## config.mk

```make
export PLATFORM = sky130hd
export DESIGN_NAME = riscv_biu_arbiter
export DESIGN_NICKNAME = d
export VERILOG_FILES = /design/src/rtl/riscv_biu_pkg.sv /design/src/rtl/riscv_biu_rr_arb.sv /design/src/rtl/riscv_biu_arbiter.sv
export SDC_FILE = /design/constraint.sdc
export NUM_CORES = 1
export LEC_CHECK = 0
export BUFFER_PORTS_ARGS = -buffer_cell sky130_fd_sc_hd__clkbuf_2
export CAP_MARGIN = 10
export CORE_AREA = 2 2 314 316
export DETAILED_ROUTE_END_ITERATION = 10
export DIE_AREA = 0 0 316 318
export GPL_TIMING_DRIVEN = 0
export PLACE_DENSITY = 0.34
export SYNTH_ARGS = -nofsm -noshare
export SYNTH_HDL_FRONTEND = slang
export SYNTH_SLANG_ARGS = --single-unit
```

## constraint.sdc

```tcl
create_clock -name HCLK -period 4.42 [get_ports HCLK]
set_input_delay 0.663 -clock HCLK [delete_from_list [all_inputs] [get_ports HCLK]]
set_output_delay 0.663 -clock HCLK [all_outputs]
set_load 0.01 [all_outputs]
```

## src/rtl/riscv_biu_pkg.sv

```systemverilog
// Shared types for the two-master BIU arbiter: master identifiers and the
// grouped ownership/arbitration state register.
package riscv_biu_pkg;

  typedef logic biu_mst_t;

  localparam biu_mst_t MST_IMEM = 1'b0;
  localparam biu_mst_t MST_DMEM = 1'b1;

  // gnt: last selected master, prio: tie winner, pend: strobe waiting for
  // stb_ack, aowner: owner of the address phase, downer: owner of the data phase.
  typedef struct packed {
    biu_mst_t gnt;
    biu_mst_t prio;
    logic     pend;
    biu_mst_t aowner;
    biu_mst_t downer;
  } biu_arb_state_t;

  localparam biu_arb_state_t ARB_STATE_RST = '{
    gnt:    MST_IMEM,
    prio:   MST_DMEM,
    pend:   1'b0,
    aowner: MST_IMEM,
    downer: MST_IMEM
  };

  function automatic biu_mst_t other_mst(input biu_mst_t m);
    return ~m;
  endfunction

endpackage

```

## src/rtl/riscv_biu_rr_arb.sv

```systemverilog
// Two-way round-robin selector; hold keeps the current grant so a strobe
// already presented downstream is never withdrawn.
module riscv_biu_rr_arb
  import riscv_biu_pkg::*;
(
  input  logic [1:0] req_i,
  input  biu_mst_t   prio_i,
  input  logic       hold_i,
  input  biu_mst_t   gnt_i,
  output biu_mst_t   sel_o
);

  always_comb begin
    sel_o = gnt_i;
    if (hold_i) begin
      sel_o = gnt_i;
    end else if (&req_i) begin
      sel_o = prio_i;
    end else if (req_i[0]) begin
      sel_o = MST_IMEM;
    end else if (req_i[1]) begin
      sel_o = MST_DMEM;
    end
  end

endmodule

```

## src/rtl/riscv_biu_arbiter.sv

```systemverilog
// Merges the instruction (m0) and data (m1) BIU ports onto one BIU port and
// routes strobe/data/transfer acknowledges back to the owning master.
module riscv_biu_arbiter
  import riscv_biu_pkg::*;
#(
  parameter int XLEN = 64,
  parameter int PLEN = 64
) (
  input  logic            HCLK,
  input  logic            HRESET,

  input  logic            m0_biu_stb_i,
  output logic            m0_biu_stb_ack_o,
  output logic            m0_biu_d_ack_o,
  input  logic [PLEN-1:0] m0_biu_adri_i,
  output logic [PLEN-1:0] m0_biu_adro_o,
  input  logic [2:0]      m0_biu_size_i,
  input  logic [2:0]      m0_biu_type_i,
  input  logic [2:0]      m0_biu_prot_i,
  input  logic            m0_biu_lock_i,
  input  logic            m0_biu_we_i,
  input  logic [XLEN-1:0] m0_biu_d_i,
  output logic [XLEN-1:0] m0_biu_q_o,
  output logic            m0_biu_ack_o,
  output logic            m0_biu_err_o,

  input  logic            m1_biu_stb_i,
  output logic            m1_biu_stb_ack_o,
  output logic            m1_biu_d_ack_o,
  input  logic [PLEN-1:0] m1_biu_adri_i,
  output logic [PLEN-1:0] m1_biu_adro_o,
  input  logic [2:0]      m1_biu_size_i,
  input  logic [2:0]      m1_biu_type_i,
  input  logic [2:0]      m1_biu_prot_i,
  input  logic            m1_biu_lock_i,
  input  logic            m1_biu_we_i,
  input  logic [XLEN-1:0] m1_biu_d_i,
  output logic [XLEN-1:0] m1_biu_q_o,
  output logic            m1_biu_ack_o,
  output logic            m1_biu_err_o,

  output logic            s_biu_stb_o,
  input  logic            s_biu_stb_ack_i,
  input  logic            s_biu_d_ack_i,
  output logic [PLEN-1:0] s_biu_adri_o,
  input  logic [PLEN-1:0] s_biu_adro_i,
  output logic [2:0]      s_biu_size_o,
  output logic [2:0]      s_biu_type_o,
  output logic [2:0]      s_biu_prot_o,
  output logic            s_biu_lock_o,
  output logic            s_biu_we_o,
  output logic [XLEN-1:0] s_biu_d_o,
  input  logic [XLEN-1:0] s_biu_q_i,
  input  logic            s_biu_ack_i,
  input  logic            s_biu_err_i
);

  biu_arb_state_t st_q, st_d;
  biu_mst_t       sel;
  logic           hold;
  logic           s_stb;

  // A pending strobe or a locked sequence from the granted master freezes selection.
  assign hold = st_q.pend | ((st_q.gnt == MST_DMEM) ? m1_biu_lock_i : m0_biu_lock_i);

  riscv_biu_rr_arb u_rr_arb (
    .req_i  ({m1_biu_stb_i, m0_biu_stb_i}),
    .prio_i (st_q.prio),
    .hold_i (hold),
    .gnt_i  (st_q.gnt),
    .sel_o  (sel)
  );

  always_comb begin
    s_stb        = m0_biu_stb_i;
    s_biu_adri_o = m0_biu_adri_i;
    s_biu_size_o = m0_biu_size_i;
    s_biu_type_o = m0_biu_type_i;
    s_biu_prot_o = m0_biu_prot_i;
    s_biu_lock_o = m0_biu_lock_i;
    s_biu_we_o   = m0_biu_we_i;
    s_biu_d_o    = m0_biu_d_i;
    if (sel == MST_DMEM) begin
      s_stb        = m1_biu_stb_i;
      s_biu_adri_o = m1_biu_adri_i;
      s_biu_size_o = m1_biu_size_i;
      s_biu_type_o = m1_biu_type_i;
      s_biu_prot_o = m1_biu_prot_i;
      s_biu_lock_o = m1_biu_lock_i;
      s_biu_we_o   = m1_biu_we_i;
      s_biu_d_o    = m1_biu_d_i;
    end
  end

  assign s_biu_stb_o = s_stb;

  // Ownership moves only after the edge, so same-cycle d_ack/ack use the old owners.
  always_comb begin
    st_d      = st_q;
    st_d.gnt  = sel;
    st_d.pend = s_stb & ~s_biu_stb_ack_i & ~s_biu_err_i;
    if (s_biu_stb_ack_i) begin
      st_d.aowner = sel;
      st_d.prio   = other_mst(sel);
    end
    if (s_biu_d_ack_i) begin
      st_d.downer = st_q.aowner;
    end
  end

  always_ff @(posedge HCLK or posedge HRESET) begin
    if (HRESET) begin
      st_q <= ARB_STATE_RST;
    end else begin
      st_q <= st_d;
    end
  end

  assign m0_biu_stb_ack_o = s_biu_stb_ack_i & (sel == MST_IMEM);
  assign m1_biu_stb_ack_o = s_biu_stb_ack_i & (sel == MST_DMEM);

  assign m0_biu_d_ack_o   = s_biu_d_ack_i & (st_q.aowner == MST_IMEM);
  assign m1_biu_d_ack_o   = s_biu_d_ack_i & (st_q.aowner == MST_DMEM);

  assign m0_biu_ack_o     = s_biu_ack_i & (st_q.downer == MST_IMEM);
  assign m1_biu_ack_o     = s_biu_ack_i & (st_q.downer == MST_DMEM);
  assign m0_biu_err_o     = s_biu_err_i & (st_q.downer == MST_IMEM);
  assign m1_biu_err_o     = s_biu_err_i & (st_q.downer == MST_DMEM);

  // Address/data returns are broadcast; only the per-master ack qualifies them.
  assign m0_biu_adro_o    = s_biu_adro_i;
  assign m1_biu_adro_o    = s_biu_adro_i;
  assign m0_biu_q_o       = s_biu_q_i;
  assign m1_biu_q_o       = s_biu_q_i;

endmodule

```

## Word level (Yosys, flattened, before mapping)

Cells that the tools add are included.

| storage, ports and cells | value |
|---|---|
| logic and storage cells | 35 |
| output and inout bits | 404 |
| register bits after elaboration | 5 |
| input port bits | 414 |

| cells by class | value |
|---|---|
| reductions and logical operators | 1 |
| muxes and demuxes | 13 |
| bitwise logic cells | 16 |

Operators by type and width:

| operator | count |
|---|---|
| $mux 64 | 2 |
| $and 1x1->1 | 10 |
| $mux 3 | 3 |
| $mux 1 | 8 |
| $not 1->1 | 5 |
| $reduce_and 2->1 | 1 |
| $or 1x1->1 | 1 |

## Longest topological paths before layout

Gate-level depths: netlist (run 1).

| depth | value |
|---|---|
| depth after elaboration | 7 |
| depth in mapped cells | 5 |
| depth with buffers taken out | 3 |

## Hierarchy

From an unflattened synthesis (run 1), not the netlist that was laid out.

| unflattened totals | value |
|---|---|
| cells, all modules | 437 |
| area total of the unflattened synthesis | 4196.5 µm² |

By module, submodules not included:

| module | area each (µm²) | cells each | times used | seq. area each (µm²) |
|---|---|---|---|---|
| riscv_biu_arbiter | 4165.2 | 433 | 1 | 126.4 |
| riscv_biu_rr_arb | 31.3 | 4 | 1 | 0.0 |

## Least setup slack after synthesis (run 1)

Ideal clock, no wire load.

| timing | value |
|---|---|
| kind | input to output |
| start point | input m1_biu_lock_i |
| end point | output s_biu_d_o[62] |
| arrival | 2.016 ns |
| buffers on the path | 2 |
| cell stages on the path | 5 |
| path slack | 1.741 ns |
| required time | 3.757 ns |
| cells stage by stage | or3b_1 a32oi_4 buf_6 buf_4 mux2_1 |

| on the way | value |
|---|---|
| longest elaborated chain between the ends | 4 |

RTL lines:

| element | RTL line | RTL |
|---|---|---|
| start: declaration | riscv_biu_arbiter.sv:35 | `input logic m1_biu_lock_i,` |
| $mux 1 | riscv_biu_arbiter.sv:64 | `assign hold = st_q.pend \| ((st_q.gnt == MST_DMEM) ? m1_biu_lock_i : m0_biu_lock_i);` |
| $or 1x1->1 | riscv_biu_arbiter.sv:64 |  |
| $mux 1 | riscv_biu_rr_arb.sv:15 | `if (hold_i) begin` |
| $mux 64 | riscv_biu_arbiter.sv:83 | `if (sel == MST_DMEM) begin` |
| end: declaration | riscv_biu_arbiter.sv:52 | `output logic [XLEN-1:0] s_biu_d_o,` |

No other way between the ends.

## Final worst setup path (run 1)

| timing | value |
|---|---|
| start point | input m1_biu_lock_i |
| end point | output s_biu_d_o[6] |

The elaborated chain is that of the path after synthesis.

==> flow_metrics.tcl, run 1 <==
set metrics [dict create \
    grt_pass1_wl_um 35900 \
    top_register "st_q" \
    hold_viol_final 0 \
    rows 115 \
    synthCells 441 \
    drt_iter0_drc 61 \
    setup_viol 0 \
    worstSetupStartpoint "m1_biu_lock_i" \
    rsz0062_at_grt "no" \
    path_max_fanout 10 \
    critPathCaptureType "primary output" \
    cp_data_required_time_ns 3.76 \
    cts_buffers 3 \
    switching_share_pct 45.1 \
    seq_area_frac_synth_pct 3.22 \
    max_slew_margin_pct 65.9 \
    min_path_type "input pin to async pin" \
    power_frac_comb_pct 86.7 \
    first_pass_iters 4 \
    pwr-share-clk_pct 9.1 \
    fmax_mhz 287 \
    synth.avg_cell_area_sq_um 8.91 \
    cts_tree "done" \
    cts_buffer_depth 2 \
    cap_violations 0 \
    top_regs "st_q x5" \
    syn-num-nets 855 \
    start_util_pct 4.03 \
    ios 818 \
    routed_wirelength_um 28200 \
    synth_top_area_share_pct 49.1 \
    grtUsageTotal_pct 4.97 \
    htreeDepth 1 \
    clock-sinks 5 \
    synth_top_cell_by_area "buf_4" \
    largest_reg_flops 5 \
    post_cts_buffers 0 \
    utilization_pct 9.31 \
    max_slew.worst_pin.slew_ns 0.511 \
    syn_area_sq_um 3930 \
    fin_crit_ns 3.48 \
    r2r-start "st_q[2]" \
    ys_ff_latch 5 \
    final_cells 2422 \
    portBuffers 689 \
    critPathLaunchType "input pin" \
    dieArea_sq_um 100000 \
    powerDensity_nw_per_um2 182 \
    power_switching_mw 0.744 \
    place_congestion 0.797 \
    placed_cells 2417 \
    final_antenna_net_count 0 \
    avgRoutedWirePerCell_um 11.6 \
    fin_crit_sh_pct 78.8 \
    synth_cell_type_count 22 \
    cts_root_buffer "clkbuf_16" \
    grt_max_degree 11 \
    clock_skew_ns 0.000177 \
    clkLatencyLatePin_ns 0.23 \
    arrival_ns 2.82 \
    leakage_nw 4.89 \
    overflow 0 \
    cts_resized 0 \
    clk_pin_slew_ns 0.03 \
    dpl.hpwl_um 27100 \
    hold_slack_ns 0.313 \
    seq_power_share_pct 4.3 \
    status "completed" \
    irDropWorstVdd_mv 0.149 \
    r2r_slack_ns 2.44 \
    synthTopCellsByArea "buf_4, mux2_2, mux2_1" \
    drive_gt1_share_pct 91.8 \
    tns_ns 0 \
    syn2layout_area_growth_pct 131 \
    ys_warn_count 0 \
    finalMaxSlewViolations 0 \
    p_int_mw 0.907 \
    critical_path_class "input pin to primary output" \
    fillerInstances 11500 \
    ctsHoldBuffers 0 \
    grt_pass1_vias 5262 \
    viasPerCell 2.23 \
    drc 0 \
    nNetsFinal 1549 \
    die_h_um 318 \
    antenna_found_initial 2 \
    core-area_sq_um 97400 \
    die_w_um 316 \
    vias 5398 \
]
==> per-layer routing <==
layer | global-route usage (%) | part of all wire, % | up-vias
li1 | - | - | 2597
met1 | 4.35 | 30 | 2350
met2 | 10.7 | 57 | 436
met3 | 1.51 | 12 | 15
met4 | 1.01 | 1.5 | 0
met5 | 0 | 0 | -
==> cell usage after synthesis <==
| cell type | instances |
|---|---|
| and2_1 | 4 |
| buf_4 | 257 |
| o21bai_1 | 1 |
| a221oi_1 | 1 |
| inv_1 | 3 |
| a32oi_4 | 1 |
| nor2_1 | 1 |
| mux2_2 | 76 |
| buf_6 | 7 |
| dfrtp_1 | 4 |
| nor2b_1 | 3 |
| nor3b_1 | 1 |
| dfstp_2 | 1 |
| a211o_1 | 1 |
| nand2_1 | 1 |
| buf_2 | 7 |
| nand2b_1 | 2 |
| a22o_1 | 1 |
| o21ai_0 | 2 |
| and4b_1 | 1 |
| or3b_1 | 1 |
| mux2_1 | 65 |
==> placed cells by master, fill, tap and decap left out, drive strengths merged <==
cell type and instances:
clkbuf 693, buf 271, mux2 141, and2 4
dfrtp 4, inv 3, nor2b 3, nand2b 2
o21ai 2, diode 1, o21bai 1, or3b 1
a32oi 1, a22o 1, nor3b 1, nor2 1
a221oi 1, and4b 1, a211o 1, nand2 1
dfstp 1
==> path summary, 6_finish.rpt <==
kind / to / depth (start not counted)
max: s_biu_d_o[6] / 7
min: st_q[1] / 2
max reg2reg: st_q[3] / 5
min reg2reg: st_q[3] / 1
max in group asynchronous: st_q[3] / 2
min in group HCLK: st_q[3] / 1
==> per-stage QoR <==
step	power [mW]	setup WS (ns)	cell area, sq um
6_report	1.65	0.935	9070
5_1_grt	1.79	0.748	9070
4_1_cts	1.71	0.750	9070
3_5_place_dp	1.56	0.741	8990
3_3_place_gp	1.57	0.812	8990
2_1_floorplan	0.865	1.74	3930
==> critical path: stages <==
cell and delay (ns):
clkbuf_2 0.12, or3b_1 0.42, a32oi_4 0.44, buf_6 0.28, buf_6 0.19, mux2_1 0.39
clkbuf_2 0.27
==> power groups by stage <==
stage / Sequential [mW] / Combinational, mW / Clock, mW
floorplan: 0.0652 / 0.799 / 0
global placement: 0.0720 / 1.50 / 0
detailed placement: 0.0726 / 1.48 / 0
CTS: 0.0720 / 1.49 / 0.152
global route: 0.0733 / 1.56 / 0.154
finish: 0.0708 / 1.43 / 0.149
==> area by class of cell <==
cell class	count	area, sq um	share of cell area, %
Timing Repair Buffer	689	3450	38.0
Buffer	271	2040	22.5
Multi-Input combinational cell	162	1750	19.3
Clock buffer	4	78.8	0.869
Sequential cell	5	126	1.39
Tap cell	1287	1610	17.8
Inverter	3	11.3	0.124
Antenna cell	1	2.50	0.0276
==> cells by family after synthesis <==
family / count (synthesis) / share of synthesized area, %
AO/OA/AOI/OAI: 7 / 1.82
buffers and inverters: 274 / 52.3
flip-flops: 5 / 3.22
multiplexers: 141 / 40.4
AND/OR/NAND/NOR: 14 / 2.29
Note: power is estimated with default switching activity, not from simulation.
==> run 2: changes to the inputs <==
- CORE_AREA: 2 2 314 316 -> 2 2 317 319
- DIE_AREA: 0 0 316 318 -> 0 0 319 321
- clock period: 4.42 -> 3.45 ns (I/O delays scaled with it)
==> run 2 against run 1 <==
Routed wire length grew 1.0%. Via count grew 0.54%. Flip-flop and latch count is the same. Largest cell class unchanged. Highest routed layer is now met5.
==> flow_metrics.tcl, run 2 (synthesized netlist as in run 1, its figures left out) <==
set metrics [dict create \
    status "completed" \
    fin_crit_ns 3.09 \
    core-area_sq_um 99300 \
    syn2layout_area_growth_pct 131 \
    mostFrequentLayoutCells "clkbuf_2, buf_4, mux2_2" \
    r2r_slack_ns 1.51 \
    critical_path_class "input pin to primary output" \
    critPathBufInv 4 \
    worst_slack_ns 0.356 \
    ios 818 \
    grt_pass1_vias 5196 \
    crit_path_frequent_cell "clkbuf_2" \
    clock_skew_ns 0.00227 \
    worst-path-stages 7 \
    critPathCaptureType "primary output" \
    drt_iter0_drc 98 \
    hold_viol_final 0 \
    fin_crit_sh_pct 89.7 \
    use_met1_pct 4.12 \
    cts_root_buffer "clkbuf_16" \
    fmax_mhz 323 \
    die_h_um 321 \
    avgRoutedWirePerCell_um 11.7 \
    grtUsageTotal_pct 4.89 \
    clock-sinks 5 \
    max_stage_delay_ns 0.41 \
    dpl.hpwl_um 27100 \
    arrival_ns 2.58 \
    max_slew.worst_pin.slew_ns 0.466 \
    clkLatencyLatePin_ns 0.23 \
    slowest_stage "or3b_1" \
    crit_family "buffers and inverters" \
    portBuffers 689 \
    cts_resized 0 \
    cp_data_required_time_ns 2.93 \
    routed_wirelength_um 28500 \
    drc 0 \
    leakage_nw 4.89 \
    cap_violations 0 \
    htreeDepth 1 \
    drive_gt1_share_pct 91.8 \
    path_max_fanout 10 \
    post_cts_buffers 0 \
    largest_reg_flops 5 \
    layout_commonest_cell "clkbuf_2" \
    powerDensity_nw_per_um2 230 \
    reg2reg_depth 5 \
    dieArea_sq_um 102000 \
    final_antenna_net_count 0 \
    gr-max-usage-layer "met2" \
    finalMaxSlewViolations 0 \
    start_util_pct 3.96 \
    ctsHoldBuffers 0 \
    cts_buffers 3 \
    first_pass_iters 4 \
    tns_ns 0 \
    rows 116 \
    place_congestion 0.804 \
    cts_buffer_depth 2 \
    use_met3_pct 1.73 \
    die_w_um 319 \
    dp_slack_ns 0.217 \
    max_slew_margin_pct 68.9 \
    irDropWorstVdd_mv 0.138 \
    critPathLaunchType "input pin" \
    setup_viol 0 \
    top_register "st_q" \
    cts_tree "done" \
    rsz0062_at_grt "no" \
    top_regs "st_q x5" \
    clk_pin_slew_ns 0.03 \
    viasPerCell 2.23 \
    cp_cell_sequence "clkbuf_2 -> or3b_1 -> a32oi_4 -> buf_6 -> buf_4 -> mux2_1 -> clkbuf_2" \
    nNetsFinal 1549 \
    overflow 0 \
    use_met2_pct 9.89 \
    vias 5427 \
    antenna_found_initial 12 \
    grt_max_degree 11 \
    min_path_type "input pin to async pin" \
    grt_pass1_wl_um 36200 \
]
[run 2: cell count changes in the layout (fill, tap and decap cells not counted), sizes merged]
| cell | previous run | this run |
|---|---|---|
| diode | 1 | 6 |
[run 2: through the flow]
stage / power, mW / instances / hold slack, ns / area [sq um] / util [%]
2_1_floorplan: 1.11 / 441 / 0.295 / 3930 / -
3_3_place_gp: 1.96 / 2428 / 0.447 / 9000 / 9.07
3_5_place_dp: 1.94 / 2428 / 0.448 / 9000 / 9.07
4_1_cts: 2.14 / 2432 / 0.210 / 9080 / 9.15
5_1_grt: 2.23 / 2438 / 0.226 / 9100 / 9.16
6_report: 2.09 / 2438 / 0.201 / 9100 / 9.16
[run 2: layout make-up]
class / count / area [sq um]
well taps: 1298 / 1620
plain buffers: 271 / 2040
repair buffers: 689 / 3450
fillers: 11700 / 90200
inverters: 3 / 11.3
clock buffers: 4 / 78.8
diodes: 6 / 15.0
flip-flops and latches: 5 / 126
multi-input cells: 162 / 1750
[run 2: power breakdown]
group          internal (mW)  switching [mW]  leakage, nW
combinational          0.935           0.876         4.79
sequential            0.0735          0.0145       0.0583
clock                  0.153          0.0378       0.0382
[run 2: worst paths after layout]
| check | from | endpoint |
|---|---|---|
| hold / removal | HRESET | st_q[1] |
| setup reg to reg | st_q[2] | st_q[3] |
| min in group HCLK | s_biu_stb_ack_i | st_q[2] |
| max in group asynchronous | HRESET | st_q[3] |
| hold reg to reg | st_q[1] | st_q[1] |
| setup / recovery | m1_biu_lock_i | s_biu_prot_o[0] |
[run 2: layer usage]
layer,vias to the layer above,routed length (um)
li1,2600,-
met2,436,15700
met3,48,3090
met4,6,1440
met1,2337,8200
met5,-,38
==> run 3: changes to the inputs <==
- HOLD_SLACK_MARGIN: not set -> 0.12
- SETUP_SLACK_MARGIN: not set -> 0.4
==> run 3 against run 2 <==
Final area is 0.47% higher. Critical endpoint is now s_biu_we_o. Critical path depth is 1 higher. Register-to-register slack better by 0.19 ns. Sequential share of layout area hardly changed. First-iteration DRC count is 10% higher.
==> flow_metrics.tcl, run 3 (synthesized netlist as in run 1, its figures left out) <==
set metrics [dict create \
    status "completed" \
    cp_cell_sequence "clkbuf_2 -> or3b_1 -> a32oi_4 -> buf_12 -> buf_4 -> buf_2 -> mux2_2 -> clkbuf_2" \
    grt_max_degree 11 \
    viasPerCell 2.23 \
    critPathBufInv 5 \
    min_path_type "input pin to async pin" \
    crit_family "buffers and inverters" \
    use_met1_pct 4.13 \
    die_w_um 319 \
    overflow 0 \
    final_cells 2441 \
    ctsHoldBuffers 0 \
    reg2reg_depth 6 \
    leakage_nw 4.91 \
    use_met2_pct 9.93 \
    powerDensity_nw_per_um2 232 \
    cts_buffer_depth 2 \
    cts_root_buffer "clkbuf_16" \
    clk_pin_slew_ns 0.03 \
    place_congestion 0.804 \
    nNetsFinal 1552 \
    p_int_mw 1.18 \
    slowest_stage "mux2_2" \
    critPathCaptureType "primary output" \
    max_stage_delay_ns 0.42 \
    drive_gt1_share_pct 91.8 \
    rsz0062_at_grt "no" \
    cts_tree "done" \
    finalPower_mw 2.12 \
    cap_violations 0 \
    max_slew_margin_pct 79.4 \
    die_h_um 321 \
    arrival_ns 2.43 \
    irDropWorstVdd_mv 0.140 \
    top_register "st_q" \
    first_pass_iters 4 \
    grt_pass1_vias 5208 \
    clock-sinks 5 \
    avgRoutedWirePerCell_um 11.7 \
    ios 818 \
    rows 116 \
    syn2layout_area_growth_pct 133 \
    dpl.hpwl_um 27100 \
    grt_pass1_wl_um 36200 \
    mostFrequentLayoutCells "clkbuf_2, buf_4, mux2_2" \
    gr-max-usage-layer "met2" \
    pwr-share-clk_pct 9.0 \
    switching_share_pct 44.2 \
    power_switching_mw 0.937 \
    antenna_found_initial 12 \
    vias 5448 \
    seq_power_share_pct 4.1 \
    layout_commonest_cell "clkbuf_2" \
    cts_buffers 3 \
    htreeDepth 1 \
    largest_reg_flops 5 \
    drt_iter0_drc 108 \
    worst-path-stages 8 \
    clock_skew_ns 0.00228 \
    final_antenna_net_count 0 \
    power_frac_comb_pct 86.9 \
    fin_crit_ns 2.94 \
    fmax_mhz 340 \
    clkLatencyLatePin_ns 0.23 \
    start_util_pct 3.96 \
    fin_crit_sh_pct 85.3 \
    tns_ns 0 \
    path_max_fanout 10 \
    critical_path_class "input pin to primary output" \
    routed_wirelength_um 28600 \
    setup_viol 0 \
    cp_data_required_time_ns 2.93 \
    use_met3_pct 1.73 \
    portBuffers 689 \
    dieArea_sq_um 102000 \
    placed_cells 2428 \
    top_regs "st_q x5" \
    max_slew.worst_pin.slew_ns 0.310 \
    crit_path_frequent_cell "clkbuf_2" \
    core-area_sq_um 99300 \
    finalMaxSlewViolations 0 \
    drc 0 \
    hold_viol_final 0 \
    critPathLaunchType "input pin" \
    grtUsageTotal_pct 4.91 \
]
## run 3: cell count changes in the layout (fill, tap and decap cells not counted)
cell | previous run | this run
buf_12 | 0 | 1
buf_8 | 0 | 1
buf_4 | 257 | 258
## run 3: worst reg2reg max path, stage by stage, from the launching register on
cell and delay, ns:
dfrtp_1 0.40, or3b_1 0.40, a32oi_4 0.23, buf_12 0.15
buf_8 0.18, buf_6 0.17, mux2_2 0.16
## run 3: timing repair
item | in CTS | in global routing
buffers inserted | 3 | 0
resized for setup | 1 | 1
pin swaps | 1 | 0
endpoints found under the setup margin | 26 | 1
## run 3: path summary, 6_finish.rpt
kind,slack (ns),from,endpoint
worst max register to register,1.70,st_q[2],st_q[3]
min in group HCLK,0.52,s_biu_stb_ack_i,st_q[2]
max in group asynchronous,3.00,HRESET,st_q[3]
worst min register to register,0.56,st_q[1],st_q[1]
worst max-delay path,0.51,m1_biu_lock_i,s_biu_we_o
worst min-delay path,0.20,HRESET,st_q[1]
## run 3: layer usage
layer,up-vias,share of wire (%)
met5,-,0.13
met4,6,5.0
met3,48,11
met2,444,55
met1,2342,29
li1,2608,-
## run 3: per-stage QoR
stage | hold slack, ns | instance area [sq um] | worst slack [ns] | util, %
6_report | 0.202 | 9140 | 0.507 | 9.21
3_3_place_gp | 0.447 | 9000 | 0.217 | 9.07
2_1_floorplan | 0.295 | 3930 | 1.06 | -
5_1_grt | 0.226 | 9140 | 0.412 | 9.21
4_1_cts | 0.210 | 9120 | 0.427 | 9.19
3_5_place_dp | 0.448 | 9000 | 0.217 | 9.07
## run 3: power groups by stage
| stage | Combinational (mW) | Sequential, mW | Clock (mW) |
|---|---|---|---|
| 3_3_place_gp | 1.87 | 0.0895 | 0 |
| 5_1_grt | 1.97 | 0.0901 | 0.199 |
| 3_5_place_dp | 1.85 | 0.0890 | 0 |
| 4_1_cts | 1.88 | 0.0886 | 0.194 |
| 2_1_floorplan | 1.02 | 0.0835 | 0 |
| 6_report | 1.84 | 0.0877 | 0.191 |
## run 3: final cells by class
cell class                 count  area, sq um
fill                       11700        90100
timing repair buffer         692         3480
buffer                       271         2050
multi-input combinational    162         1750
tap                         1298         1620
sequential                     5          126
clock buffer                   4         78.8
antenna                        6         15.0
inverter                       3         11.3
